--- src/rtl/mo_picture_shifter.sv ---
// Motion-object picture shifter: buffers one 8-pixel, 4-plane graphics group in a hold
// register and serialises it, one pixel per pix_en edge, onto the line-buffer MOSR bus.
module mo_picture_shifter (
  input  logic        clk,
  input  logic        reset,
  input  logic        pix_en,
  input  logic        gld_b,
  input  logic [31:0] grd,
  input  logic        mohflip,
  input  logic [2:0]  color,
  input  logic        flush,
  output logic [6:0]  mosr,
  output logic        mo_opaque,
  output logic        overrun
);

  typedef enum logic {IDLE, ACTIVE} state_t;

  localparam logic [6:0] MOSR_IDLE = 7'b000_1111;

  state_t          state_reg, state_next;
  logic [31:0]     hold_grd_reg;
  logic            hold_flip_reg;
  logic [2:0]      hold_color_reg;
  logic            pending_reg;
  logic [3:0][7:0] plane_reg, plane_next;
  logic            flip_reg, flip_next;
  logic [2:0]      color_reg, color_next;
  logic [2:0]      count_reg;
  logic            overrun_reg;
  logic [6:0]      mosr_reg, mosr_next;
  logic            opaque_reg;
  logic [3:0]      pixel_next;

  logic capture, transfer, shift;

  assign capture  = pix_en & ~gld_b;
  // Transfer decisions see the registered pending flag, never a same-edge capture.
  assign transfer = pix_en & pending_reg & ((state_reg == IDLE) | (count_reg == 3'd7));
  assign shift    = pix_en & (state_reg == ACTIVE) & (count_reg != 3'd7);

  // State register
  always_ff @(posedge clk) begin
    if (!reset) begin
      state_reg <= IDLE;
    end else if (flush) begin
      state_reg <= IDLE;
    end else begin
      state_reg <= state_next;
    end
  end

  // Next-state logic
  always_comb begin
    state_next = state_reg;
    if (pix_en) begin
      case (state_reg)
        IDLE:    if (pending_reg) state_next = ACTIVE;
        ACTIVE:  if (count_reg == 3'd7 && !pending_reg) state_next = IDLE;
        default: state_next = IDLE;
      endcase
    end
  end

  generate
    for (genvar gi = 0; gi < 4; gi++) begin : g_plane
      assign plane_next[gi] = transfer ? hold_grd_reg[gi*8 +: 8] :
                              shift    ? (flip_reg ? (plane_reg[gi] >> 1) : (plane_reg[gi] << 1)) :
                                         plane_reg[gi];
      assign pixel_next[gi] = flip_next ? plane_next[gi][0] : plane_next[gi][7];
    end
  endgenerate

  assign flip_next  = transfer ? hold_flip_reg  : flip_reg;
  assign color_next = transfer ? hold_color_reg : color_reg;

  // Output logic: precompute what the shifter will present after this edge so mosr is a register.
  always_comb begin
    mosr_next = MOSR_IDLE;
    if (!flush && state_next == ACTIVE) begin
      mosr_next = {color_next, pixel_next};
    end
  end

  // Datapath registers
  always_ff @(posedge clk) begin
    if (!reset) begin
      hold_grd_reg   <= '0;
      hold_flip_reg  <= 1'b0;
      hold_color_reg <= '0;
      pending_reg    <= 1'b0;
      plane_reg      <= '0;
      flip_reg       <= 1'b0;
      color_reg      <= '0;
      count_reg      <= '0;
      overrun_reg    <= 1'b0;
      mosr_reg       <= MOSR_IDLE;
      opaque_reg     <= 1'b0;
    end else if (flush) begin
      pending_reg    <= 1'b0;
      count_reg      <= '0;
      mosr_reg       <= MOSR_IDLE;
      opaque_reg     <= 1'b0;
    end else begin
      plane_reg  <= plane_next;
      flip_reg   <= flip_next;
      color_reg  <= color_next;
      mosr_reg   <= mosr_next;
      opaque_reg <= (mosr_next[3:0] != 4'hF);
      if (transfer) begin
        count_reg <= '0;
      end else if (shift) begin
        count_reg <= count_reg + 3'd1;
      end
      if (capture) begin
        hold_grd_reg   <= grd;
        hold_flip_reg  <= mohflip;
        hold_color_reg <= color;
        pending_reg    <= 1'b1;
        if (pending_reg) overrun_reg <= 1'b1;
      end else if (transfer) begin
        pending_reg <= 1'b0;
      end
    end
  end

  assign mosr      = mosr_reg;
  assign mo_opaque = opaque_reg;
  assign overrun   = overrun_reg;

endmodule

--- config.mk ---
export PLATFORM = sky130hd
export DESIGN_NAME = mo_picture_shifter
export DESIGN_NICKNAME = d
export VERILOG_FILES = /design/src/rtl/mo_picture_shifter.sv
export SDC_FILE = /design/constraint.sdc
export NUM_CORES = 1
export LEC_CHECK = 0
export ABC_AREA = 0
export CAP_MARGIN = 20
export CORE_ASPECT_RATIO = 1.1
export CORE_MARGIN = 1.5
export CORE_UTILIZATION = 65
export CTS_BUF_LIST = sky130_fd_sc_hd__clkbuf_2
export DETAILED_ROUTE_END_ITERATION = 8
export DONT_BUFFER_PORTS = 1
export PLACE_DENSITY = 0.84
export SLEW_MARGIN = 20
export SYNTH_ARGS = -nofsm -noshare
export SYNTH_HDL_FRONTEND = slang
export SYNTH_SLANG_ARGS = --single-unit
--- constraint.sdc ---
create_clock -name clk -period 2.8 [get_ports clk]
set_input_delay 0.28 -clock clk [delete_from_list [all_inputs] [get_ports clk]]
set_output_delay 0.28 -clock clk [all_outputs]
set_load 0.01 [all_outputs]
# [Word-level counts from Yosys, hierarchy flattened]
# Index checks and enable logic that the tools add are counted.
[classes] bitwise=11 reduce_logical=12 mux=25 n_eq_ne=3 add_sub_neg=1
[ops] op="$mux 8" count=12
[ops] op="$mux 1" count=10
[ops] op="$reduce_or 3->1" count=2
[ops] op="$and 1x1->1" count=5
[ops] op="$not 1->1" count=5
[ops] op="$mux 4" count=1
[ops] op="$ne 4x4->1 const B" count=1
[ops] op="$reduce_and 2->1" count=2
[ops] op="$reduce_bool 2->1" count=2
[ops] op="$add 3x1->3 const B" count=1
[ops] op="$eq 3x3->1 const B" count=1
[ops] op="$mux 3" count=1
[ops] op="$ne 3x3->1 const B" count=1
[ops] op="$reduce_and 3->1" count=1
[ops] op="$logic_and 1x1->1" count=2
[ops] op="$logic_not 1->1" count=2
[ops] op="$pmux 1 s2" count=1
[ops] op="$reduce_or 2->1" count=1
[ops] op="$or 1x1->1" count=1
[word_totals] out_inout_bits=9 ff_bits=86 input_bits=41 wordCells=72

# [Longest topological paths before layout]
# Gate-level depths: netlist of the first run.
[depth] word_depth=8 depth_mapped=10 depth_no_buf=7

# [Least setup slack after synthesis of the first run]
# No wires, ideal clock.
[synth_timing] path_kind="register to register" start="reg count_reg[0]" end="reg opaque_reg (netlist: mo_opaque)" path_buffers=1 setup_slack_ns=0.511 path_stages_with_launch=9 arrival_ns=2.164 synth_period_minus_slack_ns=2.289 cell_sequence="dfxtp_1 -> ha_1 -> ha_1 -> nand2b_1 -> and3_1 -> buf_6 -> mux2i_2 -> mux2_4 -> o41a_1"
[synth_via] elab_chain_len=8
[synth_rtl] element="start, declared" line="29" source="logic [2:0] count_reg;"
[synth_rtl] element="start signal, assigned" line="113" source="count_reg <= count_reg + 3'd1;"
[synth_rtl] element="$eq 3x3->1" line="39, 59"
[synth_rtl] element="$logic_and 1x1->1" line="59" source="ACTIVE: if (count_reg == 3'd7 && !pending_reg) state_next = IDLE;"
[synth_rtl] element="$mux 1" line="59"
[synth_rtl] element="$pmux 1 s2" line="57" source="case (state_reg)"
[synth_rtl] element="$mux 1" line="56" source="if (pix_en) begin"
[synth_rtl] element="$logic_and 1x1->1" line="80" source="if (!flush && state_next == ACTIVE) begin"
[synth_rtl] element="$mux 4 (*)" line="80"
[synth_rtl] element="$ne 4x4->1 (*)" line="109" source="opaque_reg <= (mosr_next[3:0] != 4'hF);"
[synth_rtl] element="end signal, assigned" line="109"
[synth_rtl] element="end, declared" line="32" source="logic opaque_reg;"
# Mark *: on every way between the ends. The rest lies on a longest branch, timed or not. The select of a mux whose other input is x is not followed.
# A chain may end at the register's enable or synchronous reset.

# [Worst setup path after layout of the first run]
# Ends and elaborated chain as after synthesis.

==> out/results.txt, run 1 <==
Outcome: finished, final reports clean
WP data required: 3.26 ns
Gate count of the mapped netlist: 421
Clock Latency Late Sink: 0.54 ns
Cell Area, Synth: 3766 µm²
Via count: 3082
Post-synth EDFFs: 0
I/O pins: 50
Max Clk Rate: 0.4015 GHz
Critical path's largest stage delay: 0.40 ns
Skew final: 0.02064 ns
Worst setup path class: reg -> reg
CTS Buf Count: 9
Cell Area, Placed: 3755 µm²
Die X: 75.58 µm
Syn_area_per_cell: 8.946 µm²
Unique cell type count in the Yosys netlist: 37
CP max-delay cell: dfxtp_1
Total gr overflow: 0
Relative slew slack: 51.71%
Per-cell routed wire length: 16.45 µm
Clock-pin slew on the worst setup and hold paths: 0.23 ns
Fin. Hold Viols: 0
Final HPWL DP: 5114 µm
Drt total wl: 8602 µm
Setup TNS: 0 ns
Die area: 6260 µm²
Root buffer cell: clkbuf_2
Worst Path Max Fanout: 39
Hold/Removal Path Class: in -> reg
CP most frequent cell: ha_1
Top_reg_cell synth: dfxtp_1
Clock power share: 28.0%
Max rail drop VDD: 484.5 µV
Area leader, netlist: dfxtp_1
Top cells by area, synth: dfxtp_1 46%, nand2_1 12%, a21boi_0 7.8%
I/O Buffers: 0
Pin count of the biggest net entering global routing: 75
Sink Count: 86
Share of cells above drive strength 1: 6.920%
Clock Tree Buf Depth: 2
Switching power total: 511.6 µW
Sequential Power Share: 65.1%
Slew Limit Fails: 0
Internal power: 1.439 mW
Minimum clock period: 2.490 ns
Initial antenna violation count: 0
Post-route cell area: 4262 µm²
Residual DRC: 0
Via density: 5.893
GPL Wtd Cong: 0.8465
Final period util: 88.94%
GRT Total Usage: 29.04%
CP Launch Type: flip-flop
Setup violators final: 0
Post-Syn Nets: 464
Async S/R FF share, synth: 0%
Worst setup EP type: flip-flop
H-tree levels: 3
Max Cap Viol: 0
Rows: 28
Top-area cell type share of the netlist area: 45.71%
RSZ-0062 raised after global routing: false
Wire length of the first global-routing pass: 13920 µm
#FFs+latches synth: 86
Die Y: 82.84 µm
Vias in the first global route: 2959
Pwr dens: 457.7 nW/µm²
Iter 0 DRT Violations: 226
Area growth, synth to finish: 13.16%
Combinational cell fraction of total power: 6.9%
Initial core utilization: 68.47%
Inserted Diodes: 0
CTS tree: done
Slew @ Worst Pin: 0.7219 ns
Leakage: 1.681 nW
Arrival time worst endpoint: 2.95 ns
Final #Nets: 486
Critical-path cell list: ha_1 -> ha_1 -> nand2b_1 -> and3_1 -> buf_4 -> a222oi_1 -> mux2_4 -> o41a_1
Net Sw Frac: 26.23%
Seq/Total Area, Yosys: 45.71%
Hold_ws: 0.02066 ns
Remaining antenna violation count after routing: 0
TritonRoute pass-1 iters: 4
Core Area: 5500 µm²
Yosys warning total: 0
-- routing by layer --
metal,vias to the layer above,track usage [%],wire length (µm)
li1,1525,-,-
met1,1432,39.08,3802
met2,104,44.90,4087
met3,21,7.039,519
met4,0,10.39,193
met5,-,0,0
-- power groups by stage --
stage	sequential, mW	clock, mW	combinational (mW)
2_1_floorplan	1.29	0	0.0738
3_3_place_gp	1.29	0	0.0661
3_5_place_dp	1.29	0	0.0686
4_1_cts	1.27	0.548	0.132
5_1_grt	1.27	0.597	0.150
6_report	1.27	0.545	0.135
-- worst paths after layout --
kind	start	endpoint	slack, ns	cells after the start
worst min-delay path	flush	plane_reg[31]	0.02	3
worst max-delay path	count_reg[0]	mo_opaque	0.31	8
worst min register to register	color_reg[1]	mosr[5]	0.48	2
worst max register to register	count_reg[0]	mo_opaque	0.31	8
-- kinds of logic after synthesis --
group,share of synthesized area (%)
AO/OA/AOI/OAI,24.25
XOR/XNOR,0.2326
adder cells (fa/ha/maj),0.6643
flip-flops,45.71
buffers and inverters,4.153
AND/OR/NAND/NOR,16.31
multiplexers,8.671
-- placed cells by master (no fill, tap or decap), types with 2 or more instances in the layout --
cell type | netlist | layout
clkinv_2 | 0 | 3
dfxtp_1 | 86 | 86
nand2_1 | 120 | 120
clkbuf_2 | 0 | 10
nor2_1 | 4 | 3
o211a_1 | 24 | 24
a21boi_0 | 39 | 39
and3_1 | 2 | 2
o211ai_1 | 24 | 24
and2_1 | 9 | 9
nor2_2 | 1 | 2
nor3_1 | 3 | 3
nand2b_1 | 3 | 3
a222oi_1 | 7 | 7
mux2_2 | 2 | 2
buf_4 | 1 | 6
ha_1 | 2 | 2
o21ai_0 | 13 | 13
a21oi_1 | 5 | 5
dlygate4sd3_1 | 0 | 39
mux2_4 | 2 | 2
mux2i_1 | 26 | 26
clkinvlp_4 | 0 | 2
-- synth_stat cells (2+ instances only) --
cell      instances
ha_1              2
a21oi_1           5
buf_6             2
and3_1            2
nand2b_1          3
nor2_1            4
clkbuf_1         26
nor3_1            3
o211ai_1         24
o21ai_0          13
nand2_1         120
and2_1            9
mux2_4            2
mux2_2            2
a21boi_0         39
buf_2             2
o211a_1          24
mux2i_1          26
a222oi_1          7
dfxtp_1          86
buf_1             4
-- area by class of cell --
cell class | count | area [µm²]
Sequential cell | 86 | 1722
Timing Repair Buffer | 46 | 462.9
Clock inverter | 6 | 38.79
Multi-Input combinational cell | 299 | 1891
Inverter | 1 | 3.754
Clock buffer | 10 | 50.05
Fill cell | 402 | 1239
Tap cell | 75 | 93.84
-- repair_timing --
action                                  4_1_cts  5_1_grt
resized for setup                             0        0
hold endpoints to repair                     77        0
buffers inserted                              0        0
endpoints found under the setup margin        0        0
hold buffers                                 40        0
-- worst max-delay path: cells and delay by family, from the launching register on --
family	cells	cell delay, ns
flops	1	0.40
simple gates	2	0.37
mux	1	0.30
compound gates	2	0.61
fa+ha+maj	2	0.34
buf+inv	1	0.39
-- stage by stage --
stage / power [mW] / instances / setup WS (ns) / utilization, %
after floorplan: 1.360 / 421 / 0.5108 / -
after global placement: 1.359 / 467 / 0.4178 / 68.27
after detailed placement: 1.362 / 467 / 0.3503 / 68.27
after CTS: 1.949 / 523 / 0.3256 / 77.48
after global routing: 2.022 / 523 / 0.1697 / 77.48
final: 1.951 / 523 / 0.3096 / 77.48
Power figures use the tool's default switching activity.
==> inputs of run 2 (changes only) <==
--- a/config.mk
+++ b/config.mk
@@ -5,15 +5,15 @@
 export SDC_FILE = /design/constraint.sdc
 export NUM_CORES = 1
 export LEC_CHECK = 0
-export ABC_AREA = 0
+export ABC_AREA = 1
 export CAP_MARGIN = 20
 export CORE_ASPECT_RATIO = 1.1
 export CORE_MARGIN = 1.5
-export CORE_UTILIZATION = 65
+export CORE_UTILIZATION = 70
 export CTS_BUF_LIST = sky130_fd_sc_hd__clkbuf_2
 export DETAILED_ROUTE_END_ITERATION = 8
 export DONT_BUFFER_PORTS = 1
-export PLACE_DENSITY = 0.84
+export PLACE_DENSITY = 0.89
 export SLEW_MARGIN = 20
 export SYNTH_ARGS = -nofsm -noshare
 export SYNTH_HDL_FRONTEND = slang
==> constraint.sdc (replaced) <==
create_clock -name clk -period 3.1 [get_ports clk]
set_input_delay 0.31 -clock clk [delete_from_list [all_inputs] [get_ports clk]]
set_output_delay 0.31 -clock clk [all_outputs]
set_load 0.01 [all_outputs]
==> run 2 against run 1 <==
Clock skew grew 0.0048 ns. Utilization grew 3.2 points. Clock power grew 10%. Register-to-register slack gained 0.68 ns. Worst setup slack gained 0.68 ns. Flip-flop and latch count is the same. Sequential share of layout area shrank 0.32 points. Area after synthesis grew 2.1%. Critical path depth shrank 1. Highest routed layer unchanged.
==> out/results.txt, run 2 <==
Outcome: finished, final reports clean (unchanged)
Async S/R FF share, synth: 0% (unchanged)
Area growth, synth to finish: 11.68% (was 13.16%)
Root buffer cell: clkbuf_2 (unchanged)
Slew @ Worst Pin: 0.7146 ns (was 0.7219 ns)
Unique cell type count in the Yosys netlist: 28 (was 37)
Yosys warning total: 0 (unchanged)
#FFs+latches synth: 86 (unchanged)
I/O pins: 50 (unchanged)
Max Clk Rate: 0.4730 GHz (was 0.4015 GHz)
Pwr dens: 459.9 nW/µm² (was 457.7 nW/µm²)
Seq/Total Area, Yosys: 44.76% (was 45.71%)
CP Launch Type: flip-flop (unchanged)
Post-synth top cells: 166 x nand2_1, 86 x dfxtp_1, 74 x nor2_1 (was 120 x nand2_1, 86 x dfxtp_1, 39 x a21boi_0)
Area leader, netlist: dfxtp_1 (unchanged)
Syn_area_per_cell: 6.905 µm² (was 8.946 µm²)
RSZ-0062 raised after global routing: false (unchanged)
Final #Nets: 618 (was 486)
Clock Latency Late Sink: 0.59 ns (was 0.54 ns)
Worst hold stages: 3 (unchanged)
Slew Limit Fails: 0 (unchanged)
Wire length of the first global-routing pass: 15550 µm (was 13920 µm)
Fin. Hold Viols: 0 (unchanged)
CTS tree: done (unchanged)
Arrival time worst endpoint: 2.63 ns (was 2.95 ns)
Via density: 5.789 (was 5.893)
CTS Buf Count: 9 (unchanged)
Total gr overflow: 0 (unchanged)
Worst setup path class: reg -> reg (unchanged)
Worst Min Path Start: reset (was flush)
Initial core utilization: 72.23% (was 68.47%)
Drt total wl: 9608 µm (was 8602 µm)
Sequential Power Share: 59.6% (was 65.1%)
Residual DRC: 0 (unchanged)
Post-Syn Nets: 600 (was 464)
Remaining antenna violation count after routing: 0 (unchanged)
Placed cells: 600 (was 467)
Switching power total: 556.1 µW (was 511.6 µW)
Internal power: 1.419 mW (was 1.439 mW)
Pin count of the biggest net entering global routing: 71 (was 75)
Most frequent cell after synthesis: nand2_1 (unchanged)
Gate count of the mapped netlist: 557 (was 421)
Skew final: 0.02544 ns (was 0.02064 ns)
Die Y: 80.75 µm (was 82.84 µm)
H-tree levels: 3 (unchanged)
Post-synth EDFFs: 0 (unchanged)
Commonest non-fill, non-tap cell in the layout: nand2_1 (unchanged)
Core Area: 5325 µm² (was 5500 µm²)
Worst Hold End: hold_color_reg[2] (was plane_reg[31])
Top cells by area, synth: dfxtp_1 45%, nand2_1 16%, o21ai_0 9.1% (was dfxtp_1 46%, nand2_1 12%, a21boi_0 7.8%)
Max rail drop VDD: 397.3 µV (was 484.5 µV)
I/O Buffers: 0 (unchanged)
GRT Total Usage: 34.21% (was 29.04%)
Per-cell routed wire length: 14.67 µm (was 16.45 µm)
RR Startpoint: count_reg[0] (unchanged)
Filler Cells Inserted: 366 (was 402)
Minimum clock period: 2.114 ns (was 2.490 ns)
Top_reg_cell synth: dfxtp_1 (unchanged)
Top-area cell type share of the netlist area: 44.76% (was 45.71%)
Power Total: 1.975 mW (was 1.951 mW)
Reg area: 1722 µm² (unchanged)
Multi-input logic area: 1784 µm² (was 1891 µm²)
Combinational cell fraction of total power: 10.0% (was 6.9%)
Max Cap Viol: 0 (unchanged)
Setup violators final: 0 (unchanged)
GPL Wtd Cong: 0.9507 (was 0.8465)
Clock-pin slew on the worst setup and hold paths: 0.25 ns (was 0.23 ns)
Initial antenna violation count: 0 (unchanged)
Via count: 3792 (was 3082)
Cell Area, Synth: 3846 µm² (was 3766 µm²)
Clock Tree Buf Depth: 2 (unchanged)
Share of cells above drive strength 1: 5.517% (was 6.920%)
R2R Setup Slk: 0.99 ns (was 0.31 ns)
Setup TNS: 0 ns (unchanged)
Relative slew slack: 52.36% (was 51.71%)
Rows: 28 (unchanged)
Sink Count: 86 (unchanged)
Die X: 73.68 µm (was 75.58 µm)
Net Sw Frac: 28.15% (was 26.23%)
Post-route non-filler standard cell count: 655 (was 523)
Worst R2R Path Depth: 7 (was 8)
Clock power share: 30.4% (was 28.0%)
Fin util: 80.66% (was 77.48%)
Die area: 5949 µm² (was 6260 µm²)
Hold/Removal Path Class: in -> reg (unchanged)
Vias in the first global route: 3452 (was 2959)
WP data required: 3.61 ns (was 3.26 ns)
Worst Path Max Fanout: 48 (was 39)
Iter 0 DRT Violations: 500 (was 226)
Final HPWL DP: 5628 µm (was 5114 µm)
Final period util: 68.19% (was 88.94%)
Hold_ws: 0.03675 ns (was 0.02066 ns)
Inserted Diodes: 0 (unchanged)
TritonRoute pass-1 iters: 6 (was 4)
Worst reg2reg path endpoint: plane_reg[21] (was mo_opaque)
Leakage: 1.858 nW (was 1.681 nW)
Most frequent cells in the layout: 166 x nand2_1, 86 x dfxtp_1, 74 x nor2_1, 70 x o21ai_0, 38 x dlygate4sd3_1 (was 120 x nand2_1, 86 x dfxtp_1, 39 x a21boi_0, 39 x dlygate4sd3_1, 26 x mux2i_1)
Worst setup EP type: flip-flop (unchanged)
==> run 2: cell count changes in the layout (fill, tap and decap cells not counted), sizes merged, moves of 16 or more <==
cell,change
a31oi,+25
nor2,+71
o211a,-24
mux2i,-27
nand3,+24
a21boi,-39
inv,+39
o211ai,-16
nand2,+49
o21ai,+61
==> run 2: stage by stage <==
stage,area (µm²),worst slack [ns]
after global placement,3777,1.164
after CTS,4285,1.033
final,4295,0.9860
after detailed placement,3777,1.079
after floorplan,3846,1.465
after global routing,4295,0.8348
==> run 2: how the worst max path moves through the flow <==
| stage | from | cells after the start | end |
|---|---|---|---|
| after floorplan | count_reg[0] | 11 | color_reg[2] |
| after global placement | count_reg[0] | 7 | plane_reg[17] |
| after detailed placement | count_reg[0] | 7 | plane_reg[29] |
| after CTS | count_reg[0] | 7 | plane_reg[9] |
| after global routing | count_reg[1] | 7 | plane_reg[3] |
| final | count_reg[0] | 7 | plane_reg[21] |
==> run 2: power groups by stage <==
stage | sequential, mW | clock [mW] | combinational, mW
5_1_grt | 1.18 | 0.647 | 0.220
6_report | 1.18 | 0.601 | 0.198
3_5_place_dp | 1.20 | 0 | 0.136
4_1_cts | 1.17 | 0.598 | 0.188
3_3_place_gp | 1.20 | 0 | 0.130
2_1_floorplan | 1.19 | 0 | 0.124
==> run 2: final cells by class <==
class	instances	share of cell area, %
inverter	38	3.437
sequential	86	40.08
tap	75	2.185
timing repair buffer	43	10.02
clock buffer	9	1.049
multi-input combinational	397	41.54
clock inverter	7	1.689
==> run 2: cells by family (layout without fill, tap and decap cells) <==
kind of cell	Yosys count	after routing	synth area share, %
adders and majority gates	2	2	0.6505
xor gates and xnor gates	1	1	0.2278
DFF	86	86	44.76
AOI/OAI and AO/OA	120	120	17.14
and+or+nand+nor	274	274	28.37
buffers and inverters	74	97	8.848
==> run 2: routing by layer <==
metal	vias up	track usage, %	wire length (µm)	share of wire, %
met1	1738	42.35	3943	41
met4	0	15.56	384	4.0
met3	41	9.057	716	7.5
met2	180	55.59	4564	48
met5	-	0	0	0
li1	1833	-	-	-
==> run 2: worst max-delay path: stages (launching register included) <==
cell	delay [ns]
dfxtp_1	0.38
ha_1	0.20
ha_1	0.22
nor2_4	0.26
o21ai_1	0.11
inv_2	0.51
o21ai_0	0.17
a31oi_1	0.19
==> run 2: what timing repair did <==
| item | in CTS | in global routing |
|---|---|---|
| hold buffers | 38 | 1 |
| hold endpoints to repair | 78 | 1 |
| resized for setup | 0 | 0 |
| setup endpoints to repair | 0 | 0 |
| buffers inserted | 0 | 0 |
